## config.mk

```make
export PLATFORM = sky130hd
export DESIGN_NAME = inst_mem_loader_flat
export DESIGN_NICKNAME = d
export VERILOG_FILES = /design/src/rtl/inst_mem_loader_pkg.sv /design/src/rtl/inst_mem_loader_if.sv /design/src/rtl/inst_mem_loader_cksum.sv /design/src/rtl/inst_mem_loader.sv /design/src/flat_wrapper.sv
export SDC_FILE = /design/constraint.sdc
export NUM_CORES = 1
export LEC_CHECK = 0
export CAP_MARGIN = 10
export CORE_MARGIN = 2
export CORE_UTILIZATION = 50
export CTS_BUF_LIST = sky130_fd_sc_hd__clkbuf_2 sky130_fd_sc_hd__clkbuf_4 sky130_fd_sc_hd__clkbuf_8
export DETAILED_ROUTE_END_ITERATION = 12
export DONT_BUFFER_PORTS = 1
export GPL_TIMING_DRIVEN = 0
export MAX_ROUTING_LAYER = met4
export PLACE_DENSITY = 0.61
export SETUP_SLACK_MARGIN = 0.5
export SLEW_MARGIN = 10
export SYNTH_ARGS = -nofsm -noshare
export SYNTH_HDL_FRONTEND = slang
export SYNTH_SLANG_ARGS = --single-unit
export TNS_END_PERCENT = 50
```

## constraint.sdc

```tcl
create_clock -name Clk -period 4.75 [get_ports Clk]
set_clock_uncertainty 0.2 [all_clocks]
set_input_delay 0.95 -clock Clk [delete_from_list [all_inputs] [get_ports Clk]]
set_output_delay 0.95 -clock Clk [all_outputs]
set_load 0.01 [all_outputs]
```

## src/rtl/inst_mem_loader_pkg.sv

```systemverilog
// inst_loader_pkg: shared widths, FSM state encoding and instruction types
// for the instruction-memory loader.
// Optional build macro: CHECKSUM_EN (enables the trailing XOR check byte).
package inst_loader_pkg;

  localparam int ADDR_W_DEF = 10;
  localparam int INST_W_DEF = 9;

  typedef logic [8:0] inst_t;
  typedef logic [9:0] iaddr_t;

  typedef enum logic [2:0] {
    S_IDLE  = 3'd0,
    S_HDR0  = 3'd1,
    S_HDR1  = 3'd2,
    S_LO    = 3'd3,
    S_HI    = 3'd4,
    S_WRITE = 3'd5,
    S_CHK   = 3'd6,
    S_DONE  = 3'd7
  } loader_state_e;

  // Instruction bit 8 lives in bit 0 of the HI byte; the rest of HI is ignored.
  function automatic inst_t pack_inst(input logic hi_bit0, input logic [7:0] lo);
    return {hi_bit0, lo};
  endfunction

endpackage

```

## src/rtl/inst_mem_loader_if.sv

```systemverilog
// inst_mem_loader_if: byte-stream input, instruction-memory write port and
// CPU hold/status lines of the loader.
// master = host/byte source side, slave = loader side.
// Optional build macro: CHECKSUM_EN (Error is only meaningful when defined).
interface inst_mem_loader_if
  import inst_loader_pkg::*;
#(
  parameter int ADDR_W = ADDR_W_DEF,
  parameter int INST_W = INST_W_DEF
);

  logic              Start;
  logic [7:0]        ByteIn;
  logic              ByteValid;
  logic              ByteReady;
  logic              WrEn;
  logic [ADDR_W-1:0] WrAddr;
  logic [INST_W-1:0] WrData;
  logic              CpuHold;
  logic              Done;
  logic              Error;

  modport master (
    output Start, ByteIn, ByteValid,
    input  ByteReady, WrEn, WrAddr, WrData, CpuHold, Done, Error
  );

  modport slave (
    input  Start, ByteIn, ByteValid,
    output ByteReady, WrEn, WrAddr, WrData, CpuHold, Done, Error
  );

endinterface

```

## src/rtl/inst_mem_loader_cksum.sv

```systemverilog
// loader_cksum: 8-bit XOR accumulator over accepted stream bytes, with a
// compare output used to judge the trailing check byte.
// Only built when CHECKSUM_EN is defined; otherwise this file is empty.
`ifdef CHECKSUM_EN
module loader_cksum (
  input  logic       clk,
  input  logic       srst,
  input  logic       clr,
  input  logic       acc_en,
  input  logic [7:0] byte_in,
  output logic       match
);

  logic [7:0] acc_reg;

  // Clear has priority; it only coincides with idle/done where no byte is accepted.
  always_ff @(posedge clk) begin
    if (srst || clr) begin
      acc_reg <= '0;
    end else if (acc_en) begin
      acc_reg <= acc_reg ^ byte_in;
    end
  end

  assign match = (byte_in == acc_reg);

endmodule
`endif

```

## src/rtl/inst_mem_loader.sv

```systemverilog
// inst_mem_loader: receives a program as a byte stream (2 header bytes with
// count = N-1, then N LO/HI byte pairs) and writes 9-bit instructions to the
// instruction memory at addresses 0..N-1, holding the CPU until finished.
// Optional build macro: CHECKSUM_EN adds a trailing XOR check byte and Error.
module inst_mem_loader
  import inst_loader_pkg::*;
#(
  parameter int ADDR_W = ADDR_W_DEF,
  parameter int INST_W = INST_W_DEF
) (
  input logic             Clk,
  input logic             Reset,
  inst_mem_loader_if.slave bus
);

  localparam logic [2:0] ST_IDLE  = S_IDLE;
  localparam logic [2:0] ST_HDR0  = S_HDR0;
  localparam logic [2:0] ST_HDR1  = S_HDR1;
  localparam logic [2:0] ST_LO    = S_LO;
  localparam logic [2:0] ST_HI    = S_HI;
  localparam logic [2:0] ST_WRITE = S_WRITE;
  localparam logic [2:0] ST_CHK   = S_CHK;
  localparam logic [2:0] ST_DONE  = S_DONE;

`ifdef CHECKSUM_EN
  localparam logic [2:0] ST_AFTER_LAST = ST_CHK;
`else
  localparam logic [2:0] ST_AFTER_LAST = ST_DONE;
`endif

  logic [2:0]        state_reg;
  logic [2:0]        state_next;
  iaddr_t            count_reg;
  logic [7:0]        lo_reg;
  logic [ADDR_W-1:0] addr_reg;
  logic [ADDR_W-1:0] wr_addr_reg;
  logic [INST_W-1:0] wr_data_reg;

  logic byte_ready;
  logic byte_fire;
  logic start_ok;
  logic last_write;
  logic error_bit;

  assign byte_ready = (state_reg == ST_HDR0) || (state_reg == ST_HDR1) ||
                      (state_reg == ST_LO)   || (state_reg == ST_HI)   ||
                      (state_reg == ST_CHK);
  assign byte_fire  = bus.ByteValid && byte_ready;
  assign start_ok   = bus.Start && ((state_reg == ST_IDLE) || (state_reg == ST_DONE));
  // Termination is by count, so the address counter never needs to wrap.
  assign last_write = (addr_reg == ADDR_W'(count_reg));

  // Next-state selection; bytes only advance the receiving states.
  always_comb begin
    state_next = state_reg;
    case (state_reg)
      ST_IDLE:  if (start_ok)  state_next = ST_HDR0;
      ST_HDR0:  if (byte_fire) state_next = ST_HDR1;
      ST_HDR1:  if (byte_fire) state_next = ST_LO;
      ST_LO:    if (byte_fire) state_next = ST_HI;
      ST_HI:    if (byte_fire) state_next = ST_WRITE;
      ST_WRITE: state_next = last_write ? ST_AFTER_LAST : ST_LO;
      ST_CHK:   if (byte_fire) state_next = ST_DONE;
      ST_DONE:  if (start_ok)  state_next = ST_HDR0;
      default:  state_next = ST_IDLE;
    endcase
  end

  // State register.
  always_ff @(posedge Clk) begin
    if (Reset) begin
      state_reg <= ST_IDLE;
    end else begin
      state_reg <= state_next;
    end
  end

  // Header capture, byte-pair assembly, write-port registers and address counter.
  always_ff @(posedge Clk) begin
    if (Reset) begin
      count_reg   <= '0;
      lo_reg      <= '0;
      addr_reg    <= '0;
      wr_addr_reg <= '0;
      wr_data_reg <= '0;
    end else begin
      if (start_ok) begin
        addr_reg <= '0;
      end else if ((state_reg == ST_WRITE) && !last_write) begin
        addr_reg <= addr_reg + ADDR_W'(1);
      end
      if (byte_fire) begin
        case (state_reg)
          ST_HDR0: count_reg[7:0] <= bus.ByteIn;
          ST_HDR1: count_reg[9:8] <= bus.ByteIn[1:0];
          ST_LO:   lo_reg         <= bus.ByteIn;
          ST_HI: begin
            // Loaded one cycle early so WrAddr/WrData are valid throughout WRITE
            // and then simply hold until the next instruction.
            wr_addr_reg <= addr_reg;
            wr_data_reg <= INST_W'(pack_inst(bus.ByteIn[0], lo_reg));
          end
          default: ;
        endcase
      end
    end
  end

`ifdef CHECKSUM_EN
  logic cksum_match;
  logic error_reg;

  loader_cksum u_cksum (
    .clk     (Clk),
    .srst    (Reset),
    .clr     (start_ok),
    .acc_en  (byte_fire && (state_reg != ST_CHK)),
    .byte_in (bus.ByteIn),
    .match   (cksum_match)
  );

  // Error is set by a bad check byte and held until the next Start or Reset.
  always_ff @(posedge Clk) begin
    if (Reset) begin
      error_reg <= 1'b0;
    end else if (start_ok) begin
      error_reg <= 1'b0;
    end else if ((state_reg == ST_CHK) && byte_fire) begin
      error_reg <= !cksum_match;
    end
  end

  assign error_bit = error_reg;
`else
  assign error_bit = 1'b0;
`endif

  assign bus.ByteReady = byte_ready;
  assign bus.WrEn      = (state_reg == ST_WRITE);
  assign bus.WrAddr    = wr_addr_reg;
  assign bus.WrData    = wr_data_reg;
  assign bus.Done      = (state_reg == ST_DONE);
  assign bus.Error     = error_bit;
  // The CPU is released only after a clean finish.
  assign bus.CpuHold   = !((state_reg == ST_DONE) && !error_bit);

endmodule

```

## src/flat_wrapper.sv

```systemverilog
// flat-port wrapper written by rule: the top's interface ports become plain ports
module inst_mem_loader_flat import inst_loader_pkg::*;
#(
  parameter int ADDR_W = ADDR_W_DEF,
  parameter int INST_W = INST_W_DEF
)
  (Clk, Reset, bus_Start, bus_ByteIn, bus_ByteValid, bus_ByteReady, bus_WrEn, bus_WrAddr, bus_WrData, bus_CpuHold, bus_Done, bus_Error);
  inst_mem_loader_if #(.ADDR_W(ADDR_W), .INST_W(INST_W)) bus_i ();
  input logic Clk;
  input logic Reset;
  input wire logic [$bits(bus_i.Start)-1:0] bus_Start;
  input wire logic [$bits(bus_i.ByteIn)-1:0] bus_ByteIn;
  input wire logic [$bits(bus_i.ByteValid)-1:0] bus_ByteValid;
  output wire logic [$bits(bus_i.ByteReady)-1:0] bus_ByteReady;
  output wire logic [$bits(bus_i.WrEn)-1:0] bus_WrEn;
  output wire logic [$bits(bus_i.WrAddr)-1:0] bus_WrAddr;
  output wire logic [$bits(bus_i.WrData)-1:0] bus_WrData;
  output wire logic [$bits(bus_i.CpuHold)-1:0] bus_CpuHold;
  output wire logic [$bits(bus_i.Done)-1:0] bus_Done;
  output wire logic [$bits(bus_i.Error)-1:0] bus_Error;
  assign bus_i.Start = bus_Start;
  assign bus_i.ByteIn = bus_ByteIn;
  assign bus_i.ByteValid = bus_ByteValid;
  assign bus_ByteReady = bus_i.ByteReady;
  assign bus_WrEn = bus_i.WrEn;
  assign bus_WrAddr = bus_i.WrAddr;
  assign bus_WrData = bus_i.WrData;
  assign bus_CpuHold = bus_i.CpuHold;
  assign bus_Done = bus_i.Done;
  assign bus_Error = bus_i.Error;
  inst_mem_loader #(.ADDR_W(ADDR_W), .INST_W(INST_W)) u_core (.Clk(Clk), .Reset(Reset), .bus(bus_i));
endmodule
```

# Yosys cells after proc, flatten, opt, wreduce, memory -nomap -nowiden
# Cells that the tools add are included.
# classes
add_sub_neg,1
eq_ne,14
muxes,8
n_reduce_logical,18
# op_table
op,n
3-bit 2-to-1 mux,7
3-bit one-hot mux with 7 select lines,1
3-bit equality test (second input constant),4
2-bit by 1-bit != test with 1-bit output (second input constant),6
10-bit by 1-bit adder with 10-bit output (second input constant),1
10-bit equality test,1
2-bit AND reduction,4
3-bit by 2-bit equality test with 1-bit output (second input constant),2
6-bit AND reduction,1
1-bit logical OR,5
2-bit OR reduction,2
3-bit by 1-bit equality test with 1-bit output (second input constant),1
1-bit logical AND,3
3-bit logical NOT,1
1-bit logical NOT,2
# totals
reg_bits,50
input_bits,12
out_inout_bits,24
wordCells,48

# Longest topological paths before layout
# depth
ltp_word,8
ltp_mapped,8
mapped_depth_nobuf,7

# Least setup slack after synthesis
# Ideal clock, no wire load.
# synth_timing
path_type,flip-flop to output port
start,register u_core.state_reg[1]
end,output bus_ByteReady
arrival_ps,1179
required_ps,3600
slack_ps,2421
path_stages_with_launch,6
n_path_buf,0
path_cell_list,dfxtp_1 > inv_1 > ha_1 > or3_1 > a21oi_1 > inv_1
# synth_between
elab_chain_cells,5
elab_cells_between_ends,9
classes_between,eq/ne (5); reduce/logical (4)
# synth_rtl
item,line,source
start: declaration,inst_mem_loader.sv:31,logic [2:0] state_reg;
start signal: assignment,inst_mem_loader.sv:74,state_reg <= state_next;
3-bit by 1-bit equality test with 1-bit output or 3-bit by 2-bit equality test with 1-bit output (tied branches),inst_mem_loader.sv:45,assign byte_ready = (state_reg == ST_HDR0) || (state_reg == ST_HDR1) ||
1-bit logical OR (2 in a row),inst_mem_loader.sv:45,
1-bit logical OR,inst_mem_loader.sv:46,(state_reg == ST_LO) || (state_reg == ST_HI) ||
1-bit logical OR *,inst_mem_loader.sv:46,
end: declaration,flat_wrapper.sv:14,output wire logic [$bits(bus_i.ByteReady)-1:0] bus_ByteReady;
# Mark *: on every way between the ends. The rest lies on a longest branch, timed or not.

# Worst setup path after layout
# layout_timing
start,register u_core.state_reg[0]
end,output bus_Done
# layout_between
elab_chain_cells,1
# layout_rtl
item,line,source
3-bit equality test,inst_mem_loader.sv:142,assign bus.Done = (state_reg == ST_DONE);
end: declaration,flat_wrapper.sv:19,output wire logic [$bits(bus_i.Done)-1:0] bus_Done;
# No other way between the ends.

==> results.json <==
{
  "cp.arrival_ns": 1.69,
  "dpl.hpwl_mm": 3.56,
  "post_cts_buffers": 0,
  "cpMaxStageDelayCell": "dfxtp_1",
  "fp.dieH_um": 70.7,
  "cts_tree": "yes",
  "grt_util_all_layers_pct": 21.4,
  "crit_chain": "ha_1 -> buf_1 -> nand2_1 -> inv_1",
  "cts-resized-gates": 0,
  "post-route-period-util_pct": 59.8,
  "insertion_delay_ns": 0.30,
  "htreeDepth": 2,
  "ys.flop_type": "dfxtp_1",
  "postCtsHoldBufs": 0,
  "netlist_area_um2": 2220,
  "core_um2": 4320,
  "dp.cells": 327,
  "grt_antenna_before_repair": 0,
  "cp-end-kind": "output port",
  "grt_pass1_vias": 1667,
  "setup.worst_path.class": "reg -> out",
  "drc_errors": 0,
  "initial_core_util_pct": 51.4,
  "cts_max_path_buffers": 2,
  "yosys.cell_types.count": 38,
  "areaGrowthSynthToFinish_pct": 8.05,
  "fin_total_pwr_mw": 1.01,
  "synth_cells": 275,
  "rsz0062_at_grt": "false",
  "async_flop_share_pct": 0,
  "rows": 24,
  "timing.fmax_ghz": 0.352,
  "worstPathMaxFanout": 10,
  "fp.dieArea_um2": 5000,
  "holdWs_ns": 0.255,
  "ys_warn_count": 0,
  "n_antenna_cell": 0,
  "p_int_uw": 697,
  "drive_above_1_share_pct": 8.13,
  "drt_pass1_iterations": 4,
  "power.net_switching_uw": 311,
  "cts_buffers": 5,
  "vias": 1820,
  "powerDensity_nw_per_um2": 420,
  "synth_area_per_cell_um2": 8.09,
  "vias_per_cell": 5.43,
  "drtAntennaViolNets": 0,
  "fin_setup_tns_ns": 0,
  "seqPwrFrac_pct": 45.4,
  "dr.first_iter.drc_count": 101,
  "cpPeakStageDelay_ns": 0.39,
  "slew_headroom_pct": 58.2,
  "io_pins": 36,
  "comb_power_share_pct": 24.6,
  "cts.clk_slew.worst_paths_ns": 0.09,
  "finalSetupViolations": 0,
  "stdcell_count": 335,
  "syn_nets": 292,
  "final_cell_mix": "nand2_1, dfxtp_1, a21oi_1",
  "slew_viol_final": 0,
  "grt_max_degree": 16,
  "grt_overflow": 0,
  "avgRoutedWirePerCell_um": 14.6,
  "nets": 299,
  "vdd_ir_drop_max_v": 0.000231,
  "hold_viol_final": 0,
  "pre_cts_slack_ns": 2.23,
  "layout_commonest_cell": "nand2_1",
  "leakagePower_nw": 0.817,
  "wl_mm": 4.88,
  "status": "finished clean",
  "period_needed_ns": 2.84,
  "cts_num_sinks": 50,
  "place.gp.congestion": 0.836,
  "synth_edf_count": 0,
  "die_w_um": 70.7,
  "tightest_slew_ns": 0.627,
  "maxCapViolations": 0,
  "setup_slack_ns": 1.91,
  "grt_pass1_wl_mm": 8.18,
  "io_buffers": 0,
  "hold_path_class": "reg -> reg",
  "clkPwrFrac_pct": 30.0,
  "seq_area_frac_synth_pct": 45.0,
  "synth-seq-cells": 50,
  "cts-root-buf": "clkbuf_8",
  "p_sw_share_pct": 30.9,
  "startpoint_type": "register",
  "worstPathRequired_ns": 3.60
}
-- stage by stage --
stage | util (%) | instance area [um2]
floorplan | - | 2220
global placement | 52.9 | 2290
detailed placement | 52.9 | 2290
CTS | 55.6 | 2400
global route | 55.6 | 2400
finish | 55.6 | 2400
-- synth_stat cells (all sizes together), types with 2 or more instances --
| cell type | n | share of area (%) |
|---|---|---|
| a21oi | 47 | 11 |
| dfxtp | 50 | 45 |
| mux2i | 5 | 2.3 |
| or4 | 3 | 1.0 |
| nand4 | 4 | 1.7 |
| inv | 7 | 1.2 |
| ha | 5 | 2.8 |
| nand2 | 72 | 12 |
| nand2b | 3 | 0.96 |
| buf | 9 | 2.1 |
| clkbuf | 8 | 1.4 |
| xnor2 | 11 | 4.3 |
| a31o | 2 | 0.79 |
| nand3 | 22 | 5.2 |
| o31ai | 4 | 1.4 |
| and3 | 2 | 0.56 |
| nor2 | 7 | 1.3 |
-- final timing paths --
path	from	endpoint	slack (ns)	cells after the start
hold / removal	u_core.lo_reg[3]	u_core.bus.WrData[3]	0.26	2
setup / recovery	u_core.state_reg[0]	bus_Done	1.91	4
hold reg to reg	u_core.lo_reg[3]	u_core.bus.WrData[3]	0.26	2
setup reg to reg	u_core.state_reg[0]	u_core.addr_reg[3]	2.67	7
-- metal layers --
layer,up-vias,wire (um),track usage [%],share of wire (%)
met5,-,0,-,0
met4,0,47,5.24,0.96
met3,5,209,6.13,4.3
met2,34,2260,32.8,46
met1,836,2360,27.9,48
li1,945,-,-,-
-- kinds of logic after synthesis --
family,after synthesis,synth area share (%)
adder cells (fa/ha/maj),5,2.81
AND/OR/NAND/NOR,120,25.5
other,1,0.169
multiplexers,6,2.93
flip-flops,50,45.0
AO/OA/AOI/OAI,58,14.6
XOR/XNOR,11,4.33
buffers and inverters,24,4.61
-- worst max-delay path: cells and delay by family (launching register included) --
kind | cells | cell delay, ns
adder cells (fa/ha/maj) | 1 | 0.25
buffers and inverters | 2 | 0.53
flip-flops | 1 | 0.39
AND/OR/NAND/NOR | 1 | 0.23
-- final cells by class --
cell class	instances	area [um2]
sequential	50	1000
multi-input combinational	201	1120
inverter	7	26.3
buffer	17	76.3
clock inverter	2	37.5
clock buffer	6	76.3
fill	426	1920
tap	52	65.1
-- power by group through the flow --
| stage | combinational (mW) | clock [mW] | sequential, mW |
|---|---|---|---|
| floorplan | 0.200 | 0 | 0.464 |
| global placement | 0.243 | 0 | 0.467 |
| detailed placement | 0.246 | 0 | 0.468 |
| CTS | 0.247 | 0.309 | 0.458 |
| global route | 0.276 | 0.327 | 0.461 |
| finish | 0.248 | 0.303 | 0.457 |
No activity file was read; power rests on OpenSTA's default activity.
==> RTL change 1, RTL diff (same flow settings) <==
The package constant `INST_W_DEF` goes from 9 to 18.
--- a/src/rtl/inst_mem_loader_pkg.sv
+++ b/src/rtl/inst_mem_loader_pkg.sv
@@ -5,5 +5,5 @@
 
   localparam int ADDR_W_DEF = 10;
-  localparam int INST_W_DEF = 9;
+  localparam int INST_W_DEF = 18;
 
   typedef logic [8:0] inst_t;
Ports: changed (resized bus_WrData); port bits go from 36 to 45. No check against the original RTL was run, so the function may have changed too.
==> RTL change 1 against the original RTL <==
Highest routed layer unchanged; global-route usage up 0.37 points; power down 3.0%; via count up 6.4%; wire length up 6.8%; largest power group unchanged; setup slack better by 81 ps; sequential cell count unchanged; final area up 5.5%; synthesized area up 5.5%; register-to-register slack worse by 40 ps.
==> RTL change 1: results (changes against the original RTL) <==
* Status: finished clean
* Ys async rst share at 0% (unchanged)
* Leading cell types by count after synthesis: nand2_1 (71), dfxtp_1 (50), a21oi_1 (43), nand3_1 (23), nor2_1 (14)
* Share of post-route cells with drive strength above 1 at 12.22% (+4.1 points)
* Flop-to-flop setup slack at 2630 ps (-40 ps)
* Top Family by Delay on Critical Path: flip-flops
* Total leakage power at 0.9292 nW (+14%)
* Nets at 327 (+9.4%)
* Cts bufs inserted at 5 (unchanged)
* Sequential fraction of the synthesis area at 42.69% (-2.3 points)
* FILL cells at 445 (+4.5%)
* Worst slack, placed at 2331 ps (+101.3 ps)
* Reg2reg path depth at 6 (-1)
* WP data arrival at 1610 ps (-80 ps)
* Final HPWL DP at 3.776 mm (+6.0%)
* Placer congestion estimate at 0.8999 (+7.7%)
* DR vias at 1936 (+6.4%)
* Worst r2r src: u_core.state_reg[0]$_SDFFE_PP0P_
* Dpl cell area at 2444 um2 (+6.8%)
* Vias in the first global route at 1751 (+5.0%)
* Fin cells at 363 (+8.4%)
* Crit path max fanout at 4 (-6)
* Tightest Pin Transition at 577.8 ps (-48.70 ps)
* Synth area leaders: dfxtp_1 (43%), nand2_1 (11%), a21oi_1 (9.2%)
* WL/cell at 14.36 um (-1.4%)
* Fmax at 0.3624 GHz (+2.9%)
* Mapped Cells at 294 (+6.9%)
* DR iter-0 viols at 138 (+37%)
* GRT Total Usage at 21.72% (+0.37 points)
* Placed cell count at 355 (+8.6%)
* CP endpoint: bus_ByteReady
* H-tree depth at 2 (unchanged)
* Post-CTS setup buffer count at 0 (unchanged)
* Slowest CP cell: dfxtp_1
* Hold_sp: u_core.lo_reg[3]$_SDFFE_PP0P_
* Number of inserted diodes at 0 (unchanged)
* Longest Clk Path Bufs at 2 (unchanged)
* CP startpoint: u_core.state_reg[1]$_SDFFE_PP0P_
* Endpoint of the worst register-to-register path: u_core.bus.WrAddr[7]$_SDFFE_PP0P_
* First-pass GRT wire length at 8.473 mm (+3.6%)
* Clk_lat worst skew at roughly 310 ps
* Pin count of the biggest net entering global routing at 17 (+1)
* Synth cell types at 41 (+7.9%)
* Max rail drop VDD at 218.9 uV (-5.3%)
-- RTL change 1: cell count changes after synthesis, moves of 3 or more --
cell	delta
or4_1	-3
buf_4	+9
a31oi_1	+4
a21oi_1	-4
nor2_1	+8
o31ai_1	-4
-- RTL change 1: worst min path at each step --
stage	end	slack (ps)	cells after the start
floorplan	u_core.bus.WrData[0]$_SDFFE_PP0P_	230	2
global placement	u_core.bus.WrData[6]$_SDFFE_PP0P_	240	2
detailed placement	u_core.bus.WrData[5]$_SDFFE_PP0P_	250	2
CTS	u_core.bus.WrData[3]$_SDFFE_PP0P_	260	2
global route	u_core.bus.WrData[6]$_SDFFE_PP0P_	280	2
finish	u_core.bus.WrData[3]$_SDFFE_PP0P_	250	2
-- RTL change 1: logic make-up after synthesis --
family                     synth area share [%]
and+or+nand+nor                           24.97
AOI/OAI and AO/OA                         14.73
DFF                                       42.69
buffers and inverters                     7.737
xor gates and xnor gates                  4.856
adders and majority gates                 2.668
muxes                                     2.188
other                                    0.1599
-- RTL change 1: metal layers --
layer	vias up	part of all wire, %	GRT usage [%]
li1	1001	-	-
met1	872	48	27.66
met2	54	45	34.05
met3	9	5.6	5.139
met4	0	1.5	7.407
met5	-	0	-
-- RTL change 1: area by class of cell --
cell class              instances  area (um2)  share of cell area (%)
plain buffers                  25       147.6                   5.827
clock buffers                   5       68.82                   2.716
clock inverters                 3       21.27                  0.8395
inverters                       9       33.78                   1.333
multi-input cells             219        1196                   47.21
flip-flops and latches         50        1001                   39.51
well taps                      52       65.06                   2.568
-- RTL change 1: report_power, final --
part           total, mW  switching, mW  internal [mW]
clock network      0.251          0.148          0.104
logic              0.268          0.164          0.105
registers          0.458         0.0175          0.441
total              0.978          0.329          0.649
==> RTL change 2, RTL diff (same settings) <==
Made on the original files. Add a define of `CHECKSUM_EN`.
--- a/src/rtl/inst_mem_loader_cksum.sv
+++ b/src/rtl/inst_mem_loader_cksum.sv
@@ -2,4 +2,6 @@
 // compare output used to judge the trailing check byte.
 // Only built when CHECKSUM_EN is defined; otherwise this file is empty.
+`define CHECKSUM_EN
+
 `ifdef CHECKSUM_EN
 module loader_cksum (
Behaviour: not the same (Yosys sat finds a counterexample within 10 cycles, from zero or initial values and one cycle with Reset high).
==> RTL change 2 against the original RTL <==
Power grew 41%; final area grew 22%; non-clock buffer count grew 3; synthesized area grew 18%; via count grew 25%; sequential cell count grew 9; utilization grew 1.8 points; register-to-register slack lost 160 ps; wire length grew 25%; setup slack lost 180 ps; critical endpoint is now bus_ByteReady.
==> RTL change 2: results (changes against the original RTL) <==
* Hold_sp: u_core.lo_reg[3]$_SDFFE_PP0P_
* Adder-Cell Fraction of Synth Area at 2.378% (-0.44 points)
* Mux contribution to synthesized area at 0.8084% (-2.1 points)
* GRT Total Usage at 22.66% (+1.3 points)
* Tightest Pin Transition at 666.7 ps (+40.17 ps)
* Status: finished clean
* Cts bufs inserted at 9 (+4)
* IO Port Bufs at 0 (unchanged)
* CP endpoint: bus_ByteReady
* Placer congestion estimate at 0.8537 (+2.2%)
* Reg2reg path depth at 8 (+1)
* Share of post-route cells with drive strength above 1 at 7.872% (-0.26 points)
* Crit path max fanout at 10 (unchanged)
* Compound-gate portion of the synthesized area at 13.55% (-1.1 points)
* Clock-pin slew on the worst setup and hold paths at 70 ps (-20 ps)
* CTS Root Cell: clkbuf_8
* Post-Synth XOR/XNOR Area at 9.320% (+5.0 points)
* Final HPWL DP at 4.329 mm (+22%)
* WP data arrival at 1870 ps (+180 ps)
* Max rail drop VDD at 289.7 uV (+25%)
* Leading cell types by count after synthesis: nand2_1 (67), dfxtp_1 (59), a21oi_1 (49), nand3_1 (29)
* Post-route cell area at 2930 um2 (+22%)
* Fin cells at 413 (+23%)
* DR iter-0 viols at 116 (+15%)
* Dpl cell area at 2719 um2 (+19%)
* H-tree depth at 3 (+1)
* Final Cycle Share at 63.64% (+3.8 points)
* Total leakage power at 1.050 nW (+29%)
* Antenna violations before repair at 0 (unchanged)
* Post-synth EDFFs at 0 (unchanged)
* Sequential fraction of the synthesis area at 44.89% (-0.13 points)
* P_sw at 0.4627 mW (+49%)
* Worst r2r src: u_core.state_reg[0]$_SDFFE_PP0P_
* Top_reg_cell synth: dfxtp_1
* Worst hold endpoint: u_core.bus.WrData[3]$_SDFFE_PP0P_
* Synth cell types at 39 (+2.6%)
* Vias in the first global route at 2102 (+26%)
* Synth area leaders: dfxtp_1 (45%), nand2_1 (9.6%), a21oi_1 (9.3%)
* Post-CTS setup buffer count at 0 (unchanged)
* DR vias at 2276 (+25%)
* Routed wire length at 6.097 mm (+25%)
* Clk_lat worst skew at 340 ps (+40 ps)
* Syn Area/Cell at 8.047 um2 (-0.47%)
* Nets at 355 (+19%)
* First-pass GRT wire length at 10.12 mm (+24%)
* Endpoint of the worst register-to-register path: u_core.u_cksum.acc_reg[6]$_SDFFE_PP0P_
* Critical path launch point type: flip-flop
* Syn nets at 344 (+18%)
* Worst slack, placed at 2112 ps (-117.3 ps)
* Pin count of the biggest net entering global routing at 11 (-5)
* Flop-to-flop setup slack at 2510 ps (-160 ps)
* Fin Hold WS at 250.5 ps (-4.584 ps)
* Placed cell count at 397 (+21%)
* FILL cells at 502 (+18%)
* Ys async rst share at 0% (unchanged)
* Synth warn at 0 (unchanged)
==> RTL change 2: changes by cell type after synthesis, sizes merged, moves of 3 or more <==
cell	delta
nand2	-5
dfxtp	+9
nor2	+11
clkbuf	+3
xor2	+18
o21ai	+3
nand3	+7
nor3	+5
a31oi	+3
mux2i	-4
==> RTL change 2: power groups by stage <==
stage / combinational, mW / clock, mW / sequential, mW
6_report: 0.370 / 0.498 / 0.557
5_1_grt: 0.411 / 0.522 / 0.561
4_1_cts: 0.368 / 0.500 / 0.558
3_5_place_dp: 0.365 / 0 / 0.568
3_3_place_gp: 0.361 / 0 / 0.568
2_1_floorplan: 0.289 / 0 / 0.563
==> RTL change 2: logic make-up (layout without fill, tap and decap cells) <==
group / Yosys count / in the layout
fa+ha+maj: 5 / 5
xor+xnor: 28 / 28
buf+inv: 27 / 43
simple gates: 141 / 141
mux: 2 / 2
compound gates: 65 / 65
flops: 59 / 59
==> RTL change 2: worst max-delay path, cell delays in order, from the launching register on <==
cell	delay (ps)
dfxtp_1	340
inv_1	90
ha_1	140
clkbuf_1	310
o21bai_1	190
buf_1	460
==> RTL change 2: layout make-up <==
cell class,count,share of cell area [%]
Multi-Input combinational cell,241,45.43
Buffer,20,3.160
Sequential cell,59,40.31
Inverter,7,0.8967
Tap cell,70,2.989
Clock buffer,10,4.483
Clock inverter,6,2.733
==> RTL change 2: layer usage <==
| metal | vias to the layer above | GRT usage [%] | part of all wire (%) |
|---|---|---|---|
| met4 | 0 | 9.818 | 1.9 |
| met2 | 56 | 34.60 | 43 |
| met1 | 1064 | 28.89 | 49 |
| met5 | - | - | 0 |
| li1 | 1144 | - | - |
| met3 | 12 | 5.213 | 5.9 |
